**src/rtl/rf_pkg.sv**
```systemverilog
// Shared widths, the r0 address and the arbiter state encoding for the RF writeback arbiter.
// Latency: none (definitions only).
// Backpressure: not applicable.
package rf_pkg;
    localparam int RF_DATA_W = 32;
    localparam int RF_ADDR_W = 5;

    // Register r0 is hard-wired to zero, so writes to it are swallowed.
    localparam logic [4:0] ZERO_REG = 5'd0;

    // Arbiter states: normal fixed priority to port 0, or a forced port-1 grant.
    localparam logic [0:0] ARB_P0 = 1'b0;
    localparam logic [0:0] ARB_P1 = 1'b1;
endpackage

```
**src/rtl/rf_wb_arbiter_if.sv**
```systemverilog
// Two writeback request channels (pipeline and MDU) into the RF write-port arbiter.
// Latency: none (wires only).
// Backpressure: valid/ready per channel; the ready can depend on valid, valid never depends on ready.
interface rf_wb_arbiter_if
    import rf_pkg::*;
#(
    parameter int DATA_W = RF_DATA_W,
    parameter int ADDR_W = RF_ADDR_W
);
    logic              p0_valid;
    logic              p0_ready;
    logic [ADDR_W-1:0] p0_addr;
    logic [DATA_W-1:0] p0_data;
    logic              p1_valid;
    logic              p1_ready;
    logic [ADDR_W-1:0] p1_addr;
    logic [DATA_W-1:0] p1_data;
    logic              p1_dropped;

    modport master (
        output p0_valid, p0_addr, p0_data,
        output p1_valid, p1_addr, p1_data,
        input  p0_ready, p1_ready, p1_dropped
    );

    modport slave (
        input  p0_valid, p0_addr, p0_data,
        input  p1_valid, p1_addr, p1_data,
        output p0_ready, p1_ready, p1_dropped
    );
endinterface

```
**src/rtl/rf_wr_stage.sv**
```systemverilog
// Registered RF write stage: turns a one-cycle grant into RFWr/A3/WD and a WAW-drop pulse.
// Latency: 1 cycle from grant to RFWr; the RF captures on the following edge.
// Backpressure: none; it accepts a grant every cycle.
module rf_wr_stage
    import rf_pkg::*;
#(
    parameter int DATA_W = RF_DATA_W,
    parameter int ADDR_W = RF_ADDR_W
) (
    input  logic              clk,
    input  logic              rst_n,
    input  logic              grant_vld,
    input  logic [ADDR_W-1:0] grant_addr,
    input  logic [DATA_W-1:0] grant_data,
    input  logic              kill,
    output logic              RFWr,
    output logic [ADDR_W-1:0] A3,
    output logic [DATA_W-1:0] WD,
    output logic              p1_dropped
);
    logic              rf_wr_d, rf_wr_q;
    logic [ADDR_W-1:0] a3_d, a3_q;
    logic [DATA_W-1:0] wd_d, wd_q;
    logic              drop_d, drop_q;

    // Next-state: a grant loads address/data; r0 targets still load but never raise RFWr.
    always_comb begin
        rf_wr_d = grant_vld && (grant_addr != ADDR_W'(ZERO_REG));
        a3_d    = a3_q;
        wd_d    = wd_q;
        drop_d  = kill;
        if (grant_vld) begin
            a3_d = grant_addr;
            wd_d = grant_data;
        end
    end

    // Output registers, cleared immediately by reset so a pending write is discarded.
    always_ff @(posedge clk or negedge rst_n) begin
        if (!rst_n) begin
            rf_wr_q <= 1'b0;
            a3_q    <= '0;
            wd_q    <= '0;
            drop_q  <= 1'b0;
        end else begin
            rf_wr_q <= rf_wr_d;
            a3_q    <= a3_d;
            wd_q    <= wd_d;
            drop_q  <= drop_d;
        end
    end

    assign RFWr       = rf_wr_q;
    assign A3         = a3_q;
    assign WD         = wd_q;
    assign p1_dropped = drop_q;
endmodule

```
**src/rtl/rf_wb_arbiter.sv**
```systemverilog
// Arbitrates the single RF write port between pipeline writeback (p0) and the MDU (p1).
// Latency: handshake at edge N drives RFWr during cycle N+1 (registered output).
// Backpressure: p0 priority; p1 forced through after MAX_WAIT losses; same-address p1 losses are dropped.
module rf_wb_arbiter
    import rf_pkg::*;
#(
    parameter int DATA_W   = RF_DATA_W,
    parameter int ADDR_W   = RF_ADDR_W,
    parameter int MAX_WAIT = 4,
    parameter int KILL_WAW = 1
) (
    input  logic              clk,
    input  logic              rst_n,
    rf_wb_arbiter_if.slave    wb,
    output logic              RFWr,
    output logic [ADDR_W-1:0] A3,
    output logic [DATA_W-1:0] WD
);
    localparam logic [3:0] MAX_CNT = 4'(MAX_WAIT);

    logic [0:0]        state_d, state_q;
    logic [3:0]        wait_cnt_d, wait_cnt_q;
    logic              waw;
    logic              p0_rdy_raw, p1_rdy_raw;
    logic              p0_hs, p1_hs, kill;
    logic              grant_vld;
    logic [ADDR_W-1:0] grant_addr;
    logic [DATA_W-1:0] grant_data;
    logic              p1_drop;

    // Ready generation: p0 wins in the normal state unless the two collide on one address,
    // in which case both are accepted and the older p1 result is discarded.
    always_comb begin
        waw = (KILL_WAW != 0) && wb.p0_valid && wb.p1_valid && (wb.p0_addr == wb.p1_addr);
        if (state_q == ARB_P0) begin
            p0_rdy_raw = 1'b1;
            p1_rdy_raw = wb.p1_valid && (!wb.p0_valid || waw);
        end else begin
            p1_rdy_raw = 1'b1;
            p0_rdy_raw = !wb.p1_valid;
        end
    end

    assign wb.p0_ready = rst_n && p0_rdy_raw;
    assign wb.p1_ready = rst_n && p1_rdy_raw;
    assign p0_hs       = wb.p0_valid && wb.p0_ready;
    assign p1_hs       = wb.p1_valid && wb.p1_ready;
    assign kill        = waw && (state_q == ARB_P0) && p1_hs;

    // Grant selection: at most one source reaches the write stage per cycle.
    always_comb begin
        grant_vld  = 1'b0;
        grant_addr = wb.p0_addr;
        grant_data = wb.p0_data;
        if (p1_hs && !kill) begin
            grant_vld  = 1'b1;
            grant_addr = wb.p1_addr;
            grant_data = wb.p1_data;
        end else if (p0_hs) begin
            grant_vld = 1'b1;
        end
    end

    // Starvation counter and state: count p1 losses, force a p1 grant when the count hits MAX_WAIT.
    always_comb begin
        state_d    = state_q;
        wait_cnt_d = wait_cnt_q;
        if (wb.p1_valid && !wb.p1_ready) begin
            if (wait_cnt_q != MAX_CNT) begin
                wait_cnt_d = wait_cnt_q + 4'd1;
            end
            if ((state_q == ARB_P0) && (wait_cnt_d == MAX_CNT)) begin
                state_d = ARB_P1;
            end
        end else begin
            wait_cnt_d = 4'd0;
            state_d    = ARB_P0;
        end
    end

    // Arbiter state registers.
    always_ff @(posedge clk or negedge rst_n) begin
        if (!rst_n) begin
            state_q    <= ARB_P0;
            wait_cnt_q <= 4'd0;
        end else begin
            state_q    <= state_d;
            wait_cnt_q <= wait_cnt_d;
        end
    end

    rf_wr_stage #(
        .DATA_W (DATA_W),
        .ADDR_W (ADDR_W)
    ) u_wr_stage (
        .clk        (clk),
        .rst_n      (rst_n),
        .grant_vld  (grant_vld),
        .grant_addr (grant_addr),
        .grant_data (grant_data),
        .kill       (kill),
        .RFWr       (RFWr),
        .A3         (A3),
        .WD         (WD),
        .p1_dropped (p1_drop)
    );

    assign wb.p1_dropped = p1_drop;
endmodule

```
**src/flat_wrapper.sv**
```systemverilog
// flat-port wrapper written by rule: the top's interface ports become plain ports
module rf_wb_arbiter_flat import rf_pkg::*;
#(
    parameter int DATA_W   = RF_DATA_W,
    parameter int ADDR_W   = RF_ADDR_W,
    parameter int MAX_WAIT = 4,
    parameter int KILL_WAW = 1
)
  (clk, rst_n, RFWr, A3, WD, wb_p0_valid, wb_p0_addr, wb_p0_data, wb_p1_valid, wb_p1_addr, wb_p1_data, wb_p0_ready, wb_p1_ready, wb_p1_dropped);
  rf_wb_arbiter_if #(.DATA_W(DATA_W), .ADDR_W(ADDR_W)) wb_i ();
  input  logic clk;
  input  logic rst_n;
  output logic RFWr;
  output logic [ADDR_W-1:0] A3;
  output logic [DATA_W-1:0] WD;
  input wire logic [$bits(wb_i.p0_valid)-1:0] wb_p0_valid;
  input wire logic [$bits(wb_i.p0_addr)-1:0] wb_p0_addr;
  input wire logic [$bits(wb_i.p0_data)-1:0] wb_p0_data;
  input wire logic [$bits(wb_i.p1_valid)-1:0] wb_p1_valid;
  input wire logic [$bits(wb_i.p1_addr)-1:0] wb_p1_addr;
  input wire logic [$bits(wb_i.p1_data)-1:0] wb_p1_data;
  output wire logic [$bits(wb_i.p0_ready)-1:0] wb_p0_ready;
  output wire logic [$bits(wb_i.p1_ready)-1:0] wb_p1_ready;
  output wire logic [$bits(wb_i.p1_dropped)-1:0] wb_p1_dropped;
  assign wb_i.p0_valid = wb_p0_valid;
  assign wb_i.p0_addr = wb_p0_addr;
  assign wb_i.p0_data = wb_p0_data;
  assign wb_i.p1_valid = wb_p1_valid;
  assign wb_i.p1_addr = wb_p1_addr;
  assign wb_i.p1_data = wb_p1_data;
  assign wb_p0_ready = wb_i.p0_ready;
  assign wb_p1_ready = wb_i.p1_ready;
  assign wb_p1_dropped = wb_i.p1_dropped;
  rf_wb_arbiter #(.DATA_W(DATA_W), .ADDR_W(ADDR_W), .MAX_WAIT(MAX_WAIT), .KILL_WAW(KILL_WAW)) u_core (.clk(clk), .rst_n(rst_n), .wb(wb_i), .RFWr(RFWr), .A3(A3), .WD(WD));
endmodule
```
**config.mk**
```make
export PLATFORM = sky130hd
export DESIGN_NAME = rf_wb_arbiter_flat
export DESIGN_NICKNAME = d
export VERILOG_FILES = /design/src/rtl/rf_pkg.sv /design/src/rtl/rf_wb_arbiter_if.sv /design/src/rtl/rf_wr_stage.sv /design/src/rtl/rf_wb_arbiter.sv /design/src/flat_wrapper.sv
export SDC_FILE = /design/constraint.sdc
export NUM_CORES = 1
export LEC_CHECK = 0
export ABC_AREA = 1
export CORE_ASPECT_RATIO = 0.75
export CORE_MARGIN = 1.5
export CORE_UTILIZATION = 40
export CTS_CLUSTER_SIZE = 8
export DETAILED_ROUTE_END_ITERATION = 8
export PLACE_DENSITY = 0.8
export SYNTH_ARGS = -nofsm -noshare
export SYNTH_HDL_FRONTEND = slang
export SYNTH_SLANG_ARGS = --single-unit
```
**constraint.sdc**
```tcl
create_clock -name clk -period 1.86 [get_ports clk]
set_clock_uncertainty 0.1 [all_clocks]
set_input_delay 0.372 -clock clk [delete_from_list [all_inputs] [get_ports clk]]
set_output_delay 0.372 -clock clk [all_outputs]
set_load 0.02 [all_outputs]
```
* Word-level counts from Yosys, hierarchy flattened
Index checks and enable logic that the tools add are counted.
Operators by class: $add $sub $neg 1, equal/unequal tests 4, mux-type cells 11, bitwise operators 1, reductions and logical operators 19
Operators with widths (count):
- $mux 32 | 1
- $logic_and 1x1->1 | 13
- $mux 4 | 3
- $mux 1 | 6
- $eq 5x5->1 | 1
- $mux 5 | 1
- $reduce_bool 5->1 | 1
- $add 4x1->4 const B | 1
- $eq 4x3->1 const B | 1
- $logic_not 1->1 | 4
- $ne 4x3->1 const B | 1
- $ne 2x2->1 const B | 1
- $logic_or 1x1->1 | 1
- $not 1->1 | 1
Word-level totals: register bits 44, logic and storage cells 42

* Depth between registers and ports, before layout
depth in word-level cells 13, mapped depth 12

* Cells and area by module
From an unflattened synthesis, not the netlist that was laid out.
Unflattened totals: cells, all modules 292, area, all modules 2468.6 um^2
By module, submodules not included:
- rf_wr_stage | times used 1, cells an instance 163, area each 1530.2 um^2, seq. area each 975.9 um^2
- rf_wb_arbiter | times used 1, cells an instance 129, area each 938.4 um^2, seq. area each 125.1 um^2

* Worst setup path after synthesis
No wires, ideal clock.
path type input port to output port, start input port wb_p1_valid, end output port wb_p1_ready, arrival 1140 ps, data required time 1388 ps, slack 248 ps, cell stages on the path 11, cells stage by stage buf_6 -> nand2_1 -> inv_2 -> nand2_1 -> nor2_1 -> nand3_1 -> nand2_1 -> nand2_1 -> nand2_1 -> nand2_1 -> inv_1
Between the ends: word-level cells in the longest chain between the ends 6
RTL lines:
- start, declared | RTL line flat_wrapper.sv:19 | input wire logic [$bits(wb_i.p1_valid)-1:0] wb_p1_valid;
- $logic_and 1x1->1 (2 in a row) | RTL line rf_wb_arbiter.sv:34 | waw = (KILL_WAW != 0) && wb.p0_valid && wb.p1_valid && (wb.p0_addr == wb.p1_addr);
- $logic_or 1x1->1 | RTL line rf_wb_arbiter.sv:37 | p1_rdy_raw = wb.p1_valid && (!wb.p0_valid || waw);
- $logic_and 1x1->1 (*) | RTL line rf_wb_arbiter.sv:37
- $mux 1 (*) | RTL line rf_wb_arbiter.sv:35 | if (state_q == ARB_P0) begin
- $logic_and 1x1->1 (*) | RTL line rf_wb_arbiter.sv:45 | assign wb.p1_ready = rst_n && p1_rdy_raw;
- end, declared | RTL line flat_wrapper.sv:23 | output wire logic [$bits(wb_i.p1_ready)-1:0] wb_p1_ready;
Mark *: on every way between the ends. The rest lies on a longest branch, timed or not.

* Worst setup path after layout
start input port wb_p1_addr[0], end output port wb_p1_ready
Between the ends: word-level cells in the longest chain between the ends 6
RTL lines:
- start, declared | RTL line flat_wrapper.sv:20 | input wire logic [$bits(wb_i.p1_addr)-1:0] wb_p1_addr;
- $eq 5x5->1 | RTL line rf_wb_arbiter.sv:34
- $logic_and 1x1->1 | RTL line rf_wb_arbiter.sv:34
- $logic_or 1x1->1 | RTL line rf_wb_arbiter.sv:37
- $logic_and 1x1->1 | RTL line rf_wb_arbiter.sv:37
- $mux 1 | RTL line rf_wb_arbiter.sv:35
- $logic_and 1x1->1 | RTL line rf_wb_arbiter.sv:45
Every way passes these cells.

==> impl_metrics.csv <==
group,metric,value,unit
synth,avgSynthCellArea,8.16,sq um
floorplan,fp-row-count,23,
power,p_leak,1.82,nW
final_layout,nets,523,
synth,synth_seq_area_share,46.7,%
outcome,outcome,"completed",
hold_path,hold_path.class,"input pin to asynchronous set/reset pin",
power,power,2.89,mW
final_layout,seqCellArea,1100,sq um
final_layout,nFillCells,462,
placed_design,gp_congestion,0.848,
sta,fin_crit,1.82,ns
routing,first_pass_iters,5,
cts,numClockSinks,44,
setup_path,startpoint_type,"input pin",
cts,cts_made_buffers,5,
floorplan,initial_core_util,42.9,%
placed_design,hpwl,5360,microns
sta,drv_slew,0,
placed_design,pre_cts_ws,-0.780,ns
final_layout,drive_gt1_share,26.2,%
setup_path,crit_end,"wb_p1_ready",
cts,clk_path_buf_depth,2,
synth,synth_fp_nets,369,
floorplan,core,5500,sq um
sta,setup_viol,0,
sta,setup_ws,0.0404,ns
routing,vias,2526,
setup_path,cp_data_required_time,1.39,ns
routing,ant_nets,0,
cts,cts_tree,"built",
setup_path,reg2reg_to,"u_core.u_wr_stage.WD[29]",
setup_path,critPathCaptureType,"output pin",
setup_path,crit_type,"input pin to output pin",
grt,grt_pass1_wl,11700,microns
synth,syn_area,2360,sq um
floorplan,die_h,69.5,microns
sta,hold_viol_final,0,
final_layout,postLayoutCellArea,3970,sq um
grt,grt.total_usage,23.4,%
sta,whs,0.0270,ns
sta,period_share,97.8,%
power,ir_worst_vdd,404,uV
placed_design,portBuffers,118,
setup_path,r2r_slack,0.18,ns
cts,cts_root_buf,"clkbuf_8",
routing,avgViaCountPerCell,4.87,
routing,drt_iter0_drc,70,
grt,grt_pass1_vias,2460,
cts,clk_latency,0.29,ns
grt,grt_overflow,0,
synth,yosys_warnings,0,
setup_path,cp.arrival,1.35,ns
flow_run,cap_violations,0,
grt,grt_max_degree,25,
sta,fmax,550,MHz
cts,path_clk_slew,0.08,ns
setup_path,crit_fanout,3,
final_layout,area_growth_syn_to_layout,68.5,%
routing,avgRoutedWirePerCell,14.0,microns
floorplan,die_w,91.6,microns
floorplan,io_pins,119,
setup_path,reg2reg_from,"u_core.state_q",
power,powerDensity,727,nW/um^2
setup_path,critPathLaunch,"wb_p1_addr[0]",
floorplan,dieArea,6370,sq um
grt,antenna_found_initial,0,
routing,wl,7280,microns
placed_design,placed_cells,498,
sta,worst_pin_slew,0.316,ns
placed_design,placed_area,3820,sq um
sta,slew_headroom,78.7,%
synth,synth_cell_types,23,
synth,ys_ff_latch,44,
cts,htreeDepth,2,
setup_path,reg2reg_depth,7,
synth,synth_cells,289,
final_layout,multi_input_area,1080,sq um
routing,drc,0,
final_layout,fin_cells,519,
[metal layers]
layer	share of wire [%]	vias up	global-route usage (%)
li1	-	1241	-
met1	43	1179	30.2
met2	47	95	38.6
met3	7.8	11	6.36
met4	1.3	0	6.60
met5	0	-	0
[area by class of cell]
cell class / instances / share of cell area [%]
antenna: 1 / 0.0630
clock buffer: 6 / 1.83
clock inverter: 1 / 0.126
inverter: 23 / 2.24
multi-input combinational: 207 / 27.3
sequential: 44 / 27.7
tap: 75 / 2.36
timing repair buffer: 162 / 38.4
[cells by family (layout without fill, tap and decap cells)]
group                    after synthesis  count (layout)  synth area share (%)
XOR/XNOR                               2               2                 0.743
flip-flops                            44              44                  46.7
AND/OR/NAND/NOR                      126             126                  21.2
AO/OA/AOI/OAI                         77              77                  21.8
buffers and inverters                 38             192                  8.49
adder cells (fa/ha/maj)                2               2                  1.06
other                                  0               1                     0
[report_power, final]
part           internal [mW]  total (mW)  switching (mW)
clock                  0.256       0.573           0.317
sequential              1.10        1.19          0.0849
combinational          0.581        1.13           0.545
total                   1.94        2.89           0.947
[metrics by stage]
| stage | utilization [%] | TNS [ns] |
|---|---|---|
| detailed placement | 69.6 | -12.65 |
| global route | 72.2 | -0.0519 |
| global placement | 69.6 | -10.87 |
| finish | 72.3 | 0 |
| floorplan | - | 0 |
| CTS | 72.7 | 0 |
[synthesized netlist by cell type (all sizes together)]
master  count  area share (%)
xnor2       1            0.37
clkbuf      3            0.48
ha          2             1.1
nand2      71              12
nand4       2            0.53
buf        12             4.2
inv        23             3.8
o211ai      1            0.90
o21ai      75              21
nor4        1            0.27
nand3       7             1.5
a21oi       1            0.21
dfrtp      44              47
nor2       45             7.3
xor2        1            0.37
[repair_timing]
action,4_1_cts,5_1_grt
setup endpoints to repair,2,8
hold buffers,1,0
hold endpoints to repair,5,0
gates resized for setup,30,28
setup buffers,11,1
pin swaps,9,11
[critical path, stage by stage]
cell      delay [ns]
clkbuf_2        0.11
inv_1           0.05
nand2_1         0.08
nand2_1         0.06
nor2_1          0.14
nand3_2         0.10
nand2_1         0.08
nand2_1         0.06
nand2_2         0.08
nand2_2         0.06
inv_2           0.06
buf_6           0.11
[sequential cells by signal, summed over array words and instances (netlist names)]
signal                        flops
u_core.u_wr_stage.A3              5
u_core.wait_cnt_q                 4
u_core.u_wr_stage.p1_dropped      1
u_core.u_wr_stage.RFWr            1
u_core.state_q                    1
u_core.u_wr_stage.WD             32
[cell usage in the layout, fill, tap and decap left out]
master | Yosys | layout
clkdlybuf4s50_1 | 0 | 103
nand2_1 | 70 | 64
dfrtp_1 | 44 | 44
o21ai_1 | 42 | 42
nor2_1 | 44 | 41
buf_4 | 1 | 37
o21ai_2 | 30 | 30
inv_1 | 18 | 13
clkbuf_2 | 0 | 12
inv_2 | 4 | 9
nand2_2 | 0 | 6
nand3_1 | 7 | 6
buf_12 | 0 | 6
clkbuf_8 | 0 | 5
nor2_2 | 1 | 4
o21ai_0 | 3 | 3
nand4_1 | 2 | 2
ha_1 | 2 | 2
diode_2 | 0 | 1
nand3_2 | 0 | 1
xnor2_1 | 1 | 1
xor2_1 | 1 | 1
nor4_1 | 1 | 1
a21oi_1 | 1 | 1
o211ai_4 | 1 | 1
nand2_4 | 1 | 1
inv_4 | 1 | 1
clkbuf_1 | 3 | 1
clkinv_2 | 0 | 1
dlygate4sd3_1 | 0 | 1
buf_2 | 5 | 1
dlygate4sd2_1 | 0 | 1
buf_6 | 6 | 1
[worst min path at each step]
stage / start / to / slack (ns) / cells past startpoint
after floorplan: rst_n / u_core.state_q / -0.02 / 0
after global placement: rst_n / u_core.u_wr_stage.p1_dropped / 0.09 / 1
after detailed placement: rst_n / u_core.u_wr_stage.p1_dropped / 0.1 / 1
after CTS: rst_n / u_core.wait_cnt_q[3] / 0.02 / 2
after global routing: rst_n / u_core.u_wr_stage.WD[7] / 0.05 / 2
final: rst_n / u_core.u_wr_stage.WD[6] / 0.03 / 2
(Power assumes the default switching activity.)
